$ cat config.mk
export PLATFORM = sky130hd
export DESIGN_NAME = calc_operand_stack
export DESIGN_NICKNAME = d
export VERILOG_FILES = /design/src/rtl/calc_operand_stack.sv
export SDC_FILE = /design/constraint.sdc
export NUM_CORES = 1
export LEC_CHECK = 0
export CAP_MARGIN = 20
export CORE_ASPECT_RATIO = 1.1
export CORE_MARGIN = 5
export CORE_UTILIZATION = 55
export CTS_CLUSTER_DIAMETER = 200
export CTS_CLUSTER_SIZE = 8
export DETAILED_ROUTE_END_ITERATION = 10
export HOLD_SLACK_MARGIN = 0.1
export PLACE_DENSITY = 0.91
export REMOVE_ABC_BUFFERS = 1
export SLEW_MARGIN = 20
export SYNTH_ARGS = -nofsm -noshare
export SYNTH_HDL_FRONTEND = slang
export SYNTH_SLANG_ARGS = --single-unit
$ cat constraint.sdc
create_clock -name clock -period 2.2 [get_ports clock]
set_input_delay 0.22 -clock clock [delete_from_list [all_inputs] [get_ports clock]]
set_output_delay 0.22 -clock clock [all_outputs]
set_load 0.03 [all_outputs]
$ cat src/rtl/calc_operand_stack.sv
// calc_operand_stack: hex-digit entry register feeding a DEPTH-deep operand/opcode stack
// Ports: clock, reset (synchronous, active-low); newhex/hexcode, newop/opcode, eq/ans are
// level inputs acting once per rising edge; bksp exists only when CALC_BACKSPACE_EN is defined.
// Outputs: V1_reg entry register, V2_reg/op_reg top of stack (0 when empty), depth,
// entry_full (all NDIG digits keyed), err (sticky until reset).
module calc_operand_stack #(
  parameter int WIDTH = 16,
  parameter int DEPTH = 4
) (
  input  logic                       clock,
  input  logic                       reset,
  input  logic                       newhex,
  input  logic [3:0]                 hexcode,
  input  logic                       newop,
  input  logic [1:0]                 opcode,
  input  logic                       eq,
  input  logic [WIDTH-1:0]           ans,
`ifdef CALC_BACKSPACE_EN
  input  logic                       bksp,
`endif
  output logic [WIDTH-1:0]           V1_reg,
  output logic [WIDTH-1:0]           V2_reg,
  output logic [1:0]                 op_reg,
  output logic [$clog2(DEPTH+1)-1:0] depth,
  output logic                       entry_full,
  output logic                       err
);
  localparam int NDIG = WIDTH / 4;
  localparam int DW = $clog2(DEPTH + 1);
  localparam int IW = DEPTH > 1 ? $clog2(DEPTH) : 1;
  localparam int CW = $clog2(NDIG + 1);
  logic [WIDTH-1:0] stk_val [DEPTH];
  logic [1:0]       stk_op  [DEPTH];
  logic [CW-1:0]    ndig;
  logic             fresh;
  logic             prev_hex, prev_op, prev_eq;
  logic             hex_ev, op_ev, eq_ev;
  logic [IW-1:0]    top, push_idx;
  assign hex_ev = newhex & ~prev_hex;
  assign op_ev = newop & ~prev_op;
  assign eq_ev = eq & ~prev_eq;
`ifdef CALC_BACKSPACE_EN
  logic prev_bk;
  logic bk_ev;
  assign bk_ev = bksp & ~prev_bk;
`endif
  assign top = IW'(depth - DW'(1));
  assign push_idx = IW'(depth);
  // top index is meaningless when empty, so the outputs are forced to zero then
  assign V2_reg = depth == '0 ? '0 : stk_val[top];
  assign op_reg = depth == '0 ? '0 : stk_op[top];
  assign entry_full = ndig == CW'(NDIG);
  always_ff @(posedge clock) begin
    if (!reset) begin
      V1_reg <= '0;
      depth <= '0;
      ndig <= '0;
      fresh <= 1'b0;
      err <= 1'b0;
      prev_hex <= 1'b0;
      prev_op <= 1'b0;
      prev_eq <= 1'b0;
`ifdef CALC_BACKSPACE_EN
      prev_bk <= 1'b0;
`endif
      for (int i = 0; i < DEPTH; i++) begin
        stk_val[i] <= '0;
        stk_op[i] <= '0;
      end
    end else begin
      prev_hex <= newhex;
      prev_op <= newop;
      prev_eq <= eq;
`ifdef CALC_BACKSPACE_EN
      prev_bk <= bksp;
`endif
      // one event per edge: eq > newop > newhex > bksp, losers are dropped
      if (eq_ev) begin
        if (depth != '0) begin
          V1_reg <= ans;
          depth <= depth - DW'(1);
          ndig <= '0;
          fresh <= 1'b1;
        end else begin
          err <= 1'b1;
        end
      end else if (op_ev) begin
        if (depth < DW'(DEPTH)) begin
          stk_val[push_idx] <= V1_reg;
          stk_op[push_idx] <= opcode;
          depth <= depth + DW'(1);
          V1_reg <= '0;
          ndig <= '0;
          fresh <= 1'b0;
        end else begin
          err <= 1'b1;
        end
      end else if (hex_ev) begin
        // a digit after eq starts a new entry instead of extending the answer
        if (fresh) begin
          V1_reg <= WIDTH'(hexcode);
          ndig <= CW'(1);
          fresh <= 1'b0;
        end else if (ndig < CW'(NDIG)) begin
          V1_reg <= {V1_reg[WIDTH-5:0], hexcode};
          ndig <= ndig + CW'(1);
        end else begin
          err <= 1'b1;
        end
      end
`ifdef CALC_BACKSPACE_EN
      else if (bk_ev) begin
        if (!fresh && ndig != '0) begin
          V1_reg <= V1_reg >> 4;
          ndig <= ndig - CW'(1);
        end else begin
          V1_reg <= '0;
          ndig <= '0;
          fresh <= 1'b0;
        end
      end
`endif
    end
  end
endmodule

==> summary.txt, run 1 <==
clock transition at the registers of the reported paths: 100 ps
ranking of synthesized cells by area: edfxtp_1 45%, and2_1 14%, dfxtp_1 11%, mux4_2 8.5%, mux2i_1 4.2%
clk_lat worst skew: 370 ps
post-DP HPWL: 7760 um
area grow syn2layout: 23.4%
first-pass GRT wire length: 17,500 um
Synth Area in Adders: 0.0131
register area share after synthesis: 0.564
GR Util All Layers: 0.216
top post-synthesis cells by count: 108 x and2_1, 72 x edfxtp_1, 27 x dfxtp_1, 20 x mux2i_1
clock skew: 12.7 ps
nets@finish: 490
crit end category: output port
maximum clock rate: 472 MHz
Reg area: 0.00271 mm^2
global-route congestion overflow total: 0
Max IR drop VDD: 0.552 mV
Yosys top cell area share: 0.451
Layout Utilization: 0.700
met3 Resource Use GR: 0.0531
post-synthesis compound-gate area fraction: 0.0365
via count: 3,229
post-synth top area cell: edfxtp_1
DRC Markers: 0
mux share of post-synthesis cell area: 0.126
Largest register FFs: 64
RSZ-0062 raised after global routing: false
met2 Use GR: 0.372
Rel. slew slack: 0.759
synth warn: 0
core area: 0.00845 mm^2
MaxCap Viol Count: 0
Synth async-reset ratio: 0
Mapped Area: 0.00479 mm^2
CTS tree: done
clock buffer count from CTS: 9
DRT iter0 DRCs: 230
CP startpoint kind: register
initial core utilization: 0.567
Post-DP Area: 0.00577 mm^2
vias per inst: 5.63
FP Rows: 35
post-route minimum period: 2120 ps
HP Class: in -> reg
Tightest Pin Transition: 356 ps
Seq cells post-synth: 99
Final setup viols: 0
GRT busiest layer: met2
status: finished, final reports clean
clock buffer depth: 2
Crit Path Class: reg -> out
CTS H-tree lvls: 3
power after layout: 5.83 mW
Antenna diodes: 0
XOR/XNOR Fraction of Synth Area: 0.00365
largest net degree at the start of global routing: 29
simple-gate share of the synthesized area: 0.219
Port Buffer Count: 65
Worst Path Arrival: 1900 ps
Synth Instances: 374
layout cell share with drive strength beyond 1: 0.216
post-route cell area: 0.00592 mm^2
number of fill cells: 568
count leader, synth: and2_1
Power Dens Cells: 986 mW/mm^2
vias in the first global route: 3,330
Worst Path Max Fanout: 7
drt wl/cell: 19.3 um
Slew Viols, Final: 0
DRT Pass-1 Iters: 4
Avg Inst Size Synth: 12.8 um^2
crit share post-route: 0.964
I/O pin count: 66
initial antenna violation count: 0
LEAKAGE: 2.33 nW
Die Ht: 108 um
number of library cell types mapped by synthesis: 37
gpl congestion: 0.808
antenna viol nets, final: 0
Hold Vio Cnt, Final: 0
cts hold-fix bufs: 0
footprint of the multi-input gates: 0.00193 mm^2
EDFF count, synth: 72
Primary FF master, synth: edfxtp_1
die area: 0.0107 mm^2
Post-Route WL: 11,100 um
GR Util met1: 0.262
Die X: 99.0 um
Num Clock Sinks: 99
clock root buffer: clkbuf_8
Worst Path Required: 1980 ps
largest family of logic cells by synthesized area: simple AND/OR/NAND/NOR gates
-- timing repair --
action                     4_1_cts  5_1_grt
setup endpoints to repair       18       10
hold endpoints to repair         0        0
gates resized for setup         89       12
buffers inserted                 0        0
cloned                           0        1
pin swaps                        0        1
-- area by class of cell --
cell class | count | share of cell area
Clock buffer | 9 | 0.0209
Clock inverter | 7 | 0.0102
Inverter | 5 | 0.00317
Multi-Input combinational cell | 242 | 0.325
Sequential cell | 99 | 0.458
Tap cell | 111 | 0.0235
Timing Repair Buffer | 101 | 0.159
-- power breakdown --
| part | internal (mW) | switching (mW) | total (mW) |
|---|---|---|---|
| clock network | 0.430 | 0.658 | 1.09 |
| logic | 1.17 | 1.31 | 2.49 |
| registers | 2.16 | 0.103 | 2.26 |
| total | 3.76 | 2.07 | 5.83 |
-- worst max-delay path, cell delays in order, from the launching register on --
cell       delay, ps
dfxtp_4          370
inv_2             50
ha_4             320
clkbuf_16        170
mux4_2           280
and2_1           170
buf_2            170
-- layer usage --
metal / part of all wire / vias up
met3: 0.067 / 23
met5: 0 / -
met2: 0.51 / 124
met1: 0.39 / 1583
li1: - / 1499
met4: 0.025 / 0
-- logic make-up after synthesis --
logic type                 after synthesis
AOI/OAI and AO/OA                       29
xor gates and xnor gates                 2
adders and majority gates                5
buffers and inverters                   33
DFF                                     99
muxes                                   38
and+or+nand+nor                        168
-- through the flow --
step                      TNS [ps]  setup slack (ps)  std cells  hold WS [ps]
final                            0              79.8        574           451
after global routing             0              6.46        574           433
after CTS                        0              2.85        573           436
after detailed placement      -352             -53.7        557           466
after global placement           0              23.4        557           467
after floorplan             -57930              -982        346           342
-- cell usage in the layout, fill, tap and decap left out, types with 3 or more instances in the layout --
master / n
edfxtp_1: 72
and2_4: 3
nand2_1: 18
dfxtp_1: 25
and2_1: 107
clkdlybuf4s50_1: 46
mux4_2: 18
nor4b_1: 12
buf_12: 7
nor2b_1: 3
buf_2: 16
a21oi_1: 3
ha_1: 4
nor2_1: 4
and3_1: 6
clkbuf_8: 9
buf_4: 30
mux2i_1: 20
o21ai_0: 18
inv_1: 4
nand2b_1: 5
-- final timing paths --
kind	slack (ps)	depth (start not counted)	startpoint	to
setup reg to reg	370	8	depth[1]	V1_reg[13]
hold / removal	450	2	newhex	prev_hex
hold reg to reg	500	2	ndig[1]	ndig[1]
setup / recovery	80	6	depth[0]	V2_reg[2]
Note: power is estimated with default switching activity, not from simulation.
==> run 2: changes to the inputs <==
Settings changed: CORE_ASPECT_RATIO 1.1 to 0.5, GPL_ROUTABILITY_DRIVEN from default to 0.
==> run 2 against run 1 <==
Effect of this change:
- die area rose by 1.0%
- count of clock-buffer cells in the layout up 1
- sequential share of layout area fell by 0.91 points
- non-clock buffer count is 1 lower
- first-iteration DRC count is 19% higher
- worst hold slack better by 43 ps
- global-route usage grew 1.9 points
- total power is 10% higher
- core utilization up 0.21 points
- maximum frequency shrank 0.38%
==> summary.txt, run 2 (synthesis gave the netlist of run 1 again) <==
number of fill cells: 555
DRC Markers: 0
die area: 0.0108 mm^2
Worst Hold Depth: 2
Switching Fraction: 0.333
global-route congestion overflow total: 0
vias in the first global route: 3,497
Largest register FFs: 64
worst r2r src: depth[0]
setup TNS: 0 ps
leading cell types in the layout, fill and taps excluded: 108 x and2_1, 72 x edfxtp_1, 46 x clkdlybuf4s50_1
core area: 0.00859 mm^2
clock skew: 6.98 ps
crit end category: output port
initial antenna violation count: 0
Worst Path Arrival: 1910 ps
maximum clock rate: 470 MHz
CP startpoint kind: register
initial core utilization: 0.558
drt wl/cell: 20.5 um
nets@finish: 489
Logic pwr share: 0.387
Num Clock Sinks: 99
area grow syn2layout: 25.8%
clk_lat worst skew: 350 ps
CTS H-tree lvls: 3
min-delay src: newhex
power after layout: 6.44 mW
clock root buffer: clkbuf_16
sequential share of power: 0.352
CTS tree: done
Antenna diodes: 0
Int Pwr: 4.29 mW
Final setup viols: 0
Max IR drop VDD: 0.581 mV
Die X: 142 um
clock buffer count from CTS: 9
Layout Utilization: 0.702
Non-Filler Instances: 579
layout cell share with drive strength beyond 1: 0.212
post-route minimum period: 2130 ps
crit share post-route: 0.967
Clock Power Share: 0.261
reg-to-reg critical path endpoint: V1_reg[12]
Setup WS post-layout: 71.7 ps
Hold Vio Cnt, Final: 0
R2R setup slack: 310 ps
largest net degree at the start of global routing: 26
Die Ht: 76.0 um
status: finished, final reports clean
first-pass GRT wire length: 19,500 um
GR Util All Layers: 0.235
Post-Route WL: 11,900 um
Post-DP Area: 0.00572 mm^2
Rel. slew slack: 0.744
via count: 3,301
antenna viol nets, final: 0
DRT iter0 DRCs: 273
I/O pin count: 66
Worst Path Max Fanout: 9
LEAKAGE: 2.38 nW
DRT Pass-1 Iters: 5
FP Rows: 24
post-route cell area: 0.00603 mm^2
Power Dens Cells: 1070 mW/mm^2
switching pwr: 2.15 mW
WHS Endpoint: prev_hex
RSZ-0062 raised after global routing: false
Port Buffer Count: 65
MaxCap Viol Count: 0
Post-Place Cells: 561
Tightest Pin Transition: 385 ps
clock transition at the registers of the reported paths: 60 ps
Slew Viols, Final: 0
HP Class: in -> reg
Worst Path Required: 1980 ps
worst slack, placed: -76.0 ps
clock buffer depth: 2
worst reg2reg path depth: 8
most common cell after layout, fill and taps aside: and2_1
Crit Path Class: reg -> out
vias per inst: 5.70
Hold WS: 494 ps
post-DP HPWL: 7690 um
run 2: changes by cell type in the layout (fill, tap and decap cells not counted), moves of 2 or more:
cell / before / now
buf_12: 7 / 4
buf_2: 16 / 9
buf_4: 30 / 38
bufinv_16: 0 / 2
clkbuf_16: 1 / 9
clkbuf_8: 9 / 0
clkinvlp_4: 2 / 0
inv_8: 2 / 0
run 2: layout make-up:
type | count | area, um^2 | area share
Clock buffer | 10 | 229 | 0.0380
Clock inverter | 6 | 87.6 | 0.0145
Inverter | 5 | 18.8 | 0.00311
Multi-Input combinational cell | 242 | 1920 | 0.319
Sequential cell | 99 | 2710 | 0.449
Tap cell | 117 | 146 | 0.0243
Timing Repair Buffer | 100 | 921 | 0.153
run 2: routing by layer:
layer | up-vias | track usage | share of wire
li1 | 1496 | - | -
met1 | 1639 | 0.310 | 0.42
met2 | 139 | 0.379 | 0.49
met3 | 27 | 0.0671 | 0.071
met4 | 0 | 0.0728 | 0.019
met5 | - | 0 | 0
run 2: what timing repair did:
item,4_1_cts,5_1_grt
gates cloned,1,0
setup buffers,2,0
pin swaps,1,1
endpoints found under the setup margin,18,18
hold buffers,0,0
gates resized for setup,89,10
run 2: power by group through the flow:
stage	logic, mW	registers [mW]	clock network (mW)
4_1_cts	2.53	2.26	1.69
5_1_grt	2.65	2.28	1.78
6_report	2.49	2.27	1.68
3_5_place_dp	2.38	2.29	0
2_1_floorplan	1.21	2.44	0
3_3_place_gp	2.33	2.28	0
run 2: worst max path at each step:
stage             start   endpoint  slack [ps]
2_1_floorplan  depth[0]  V1_reg[0]        -980
3_3_place_gp   depth[0]  V2_reg[0]          10
4_1_cts        depth[0]  V2_reg[5]          20
6_report       depth[0]  V2_reg[8]          70
3_5_place_dp   depth[0]  V2_reg[0]         -80
5_1_grt        depth[0]  V2_reg[8]          20
run 2: critical path: stages, from the launching register on:
cell and delay, ps:
dfxtp_2 350, inv_2 70, ha_4 330, buf_16 150, mux4_2 310, and2_1 170, buf_4 160
==> run 3: changes to the inputs <==
Settings changed: PLACE_DENSITY 0.91 to 0.8, RECOVER_POWER from default to 100, SLEW_MARGIN 20 to 30.
==> run 3 against run 2 <==
Effect of this change:
- clock power down 8%
- routed wire length down 8.8%
- highest routed layer unchanged
- largest power group unchanged
- register-to-register slack worse by 150 ps
- critical path depth unchanged
==> summary.txt, run 3 (synthesis gave the netlist of run 1 again) <==
FP Rows: 24
Clock Power Share: 0.254
switching pwr: 2.06 mW
nets@finish: 488
Power Dens Cells: 1030 mW/mm^2
RSZ-0062 raised after global routing: false
Final setup viols: 0
met3 wire length: 779 um
Worst Path Max Fanout: 5
Buf/Inv on CP: 3
clock skew: 6.22 ps
Slew Viols, Final: 0
DRC Markers: 0
Num Clock Sinks: 99
Switching Fraction: 0.339
Logic pwr share: 0.374
sequential share of power: 0.372
MaxCap Viol Count: 0
wire length on met2: 5290 um
Setup WS post-layout: 66.6 ps
Hold Vio Cnt, Final: 0
CP startpoint kind: register
clock buffer count from CTS: 9
critical path's top delay family: buffers and inverters
M1 WL: 4590 um
post-DP HPWL: 7490 um
vias in the first global route: 3,226
LEAKAGE: 2.32 nW
Int Pwr: 4.01 mW
crit end category: output port
via count: 3,150
I/O pin count: 66
Rel. slew slack: 0.459
Largest register FFs: 64
Worst Path Arrival: 1910 ps
DR top layer: met4
Port Buffer Count: 65
slowest CP cell: dfxtp_2
Layout Utilization: 0.683
leading cell types in the layout, fill and taps excluded: 72 x and2_1, 72 x edfxtp_1, 38 x and2_0
vias per inst: 5.45
clock buffer depth: 2
global-route congestion overflow total: 0
clk_lat worst skew: 340 ps
worst slack, placed: -61.0 ps
DRT iter0 DRCs: 274
CTS tree: done
maximum clock rate: 469 MHz
Tightest Pin Transition: 812 ps
clock root buffer: clkbuf_16
Antenna diodes: 0
Post-Place Cells: 560
Post-Route WL: 10,800 um
die area: 0.0108 mm^2
Max IR drop VDD: 0.498 mV
initial antenna violation count: 0
Crit Path Class: reg -> out
HP Class: in -> reg
CTS H-tree lvls: 3
Largest stage delay, worst path: 350 ps
post-route minimum period: 2130 ps
layout cell share with drive strength beyond 1: 0.182
Worst Path Required: 1980 ps
Non-Filler Instances: 578
GR Util All Layers: 0.213
first-pass GRT wire length: 17,600 um
DRT Pass-1 Iters: 5
area grow syn2layout: 22.4%
largest net degree at the start of global routing: 23
drt wl/cell: 18.8 um
critical path cell sequence: inv_1 > ha_4 > buf_4 > mux4_2 > and2_1 > clkbuf_2
antenna viol nets, final: 0
cts hold-fix bufs: 0
Die X: 142 um
initial core utilization: 0.558
status: finished, final reports clean
clock transition at the registers of the reported paths: 60 ps
crit share post-route: 0.970
Die Ht: 76.0 um
core area: 0.00859 mm^2
[run 3: area by class of cell]
class	instances	area (um^2)
clock buffers	9	225
clock inverters	7	67.6
fillers	630	2720
inverters	5	18.8
multi-input cells	242	1910
flip-flops and latches	99	2700
well taps	117	146
repair buffers	99	800
[run 3: worst paths after layout]
| path | depth (start not counted) | start | slack (ps) | endpoint |
|---|---|---|---|---|
| worst max-delay path | 6 | depth[0] | 70 | V2_reg[11] |
| worst min register to register | 2 | ndig[1] | 510 | ndig[1] |
| worst min-delay path | 2 | newhex | 500 | prev_hex |
| worst max register to register | 8 | depth[0] | 160 | V1_reg[10] |
[run 3: power by group through the flow]
stage	Combinational, mW	Sequential, mW	Clock (mW)
2_1_floorplan	1.21	2.44	0
3_3_place_gp	2.29	2.28	0
3_5_place_dp	2.33	2.30	0
4_1_cts	2.38	2.26	1.55
5_1_grt	2.42	2.28	1.65
6_report	2.27	2.26	1.54
[run 3: per-layer routing]
layer / vias up / global-route usage
met5: - / 0
met4: 0 / 0.0699
met3: 19 / 0.0539
met2: 121 / 0.335
met1: 1511 / 0.291
li1: 1499 / -
[run 3: repair_timing]
item / 4_1_cts / 5_1_grt
gates resized for setup: 69 / 13
buffers inserted: 1 / 0
cloned: 1 / 0
setup endpoints to repair: 15 / 11
pin swaps: 0 / 0
[run 3: metrics by stage]
step	instance area (um^2)	TNS (ps)	power (mW)	hold WS, ps
6_report	5870	0	6.07	496
5_1_grt	5870	0	6.35	504
4_1_cts	5970	-48.2	6.19	486
3_5_place_dp	5670	-431	4.63	479
3_3_place_gp	5670	0	4.57	467
2_1_floorplan	4630	-57930	3.65	342
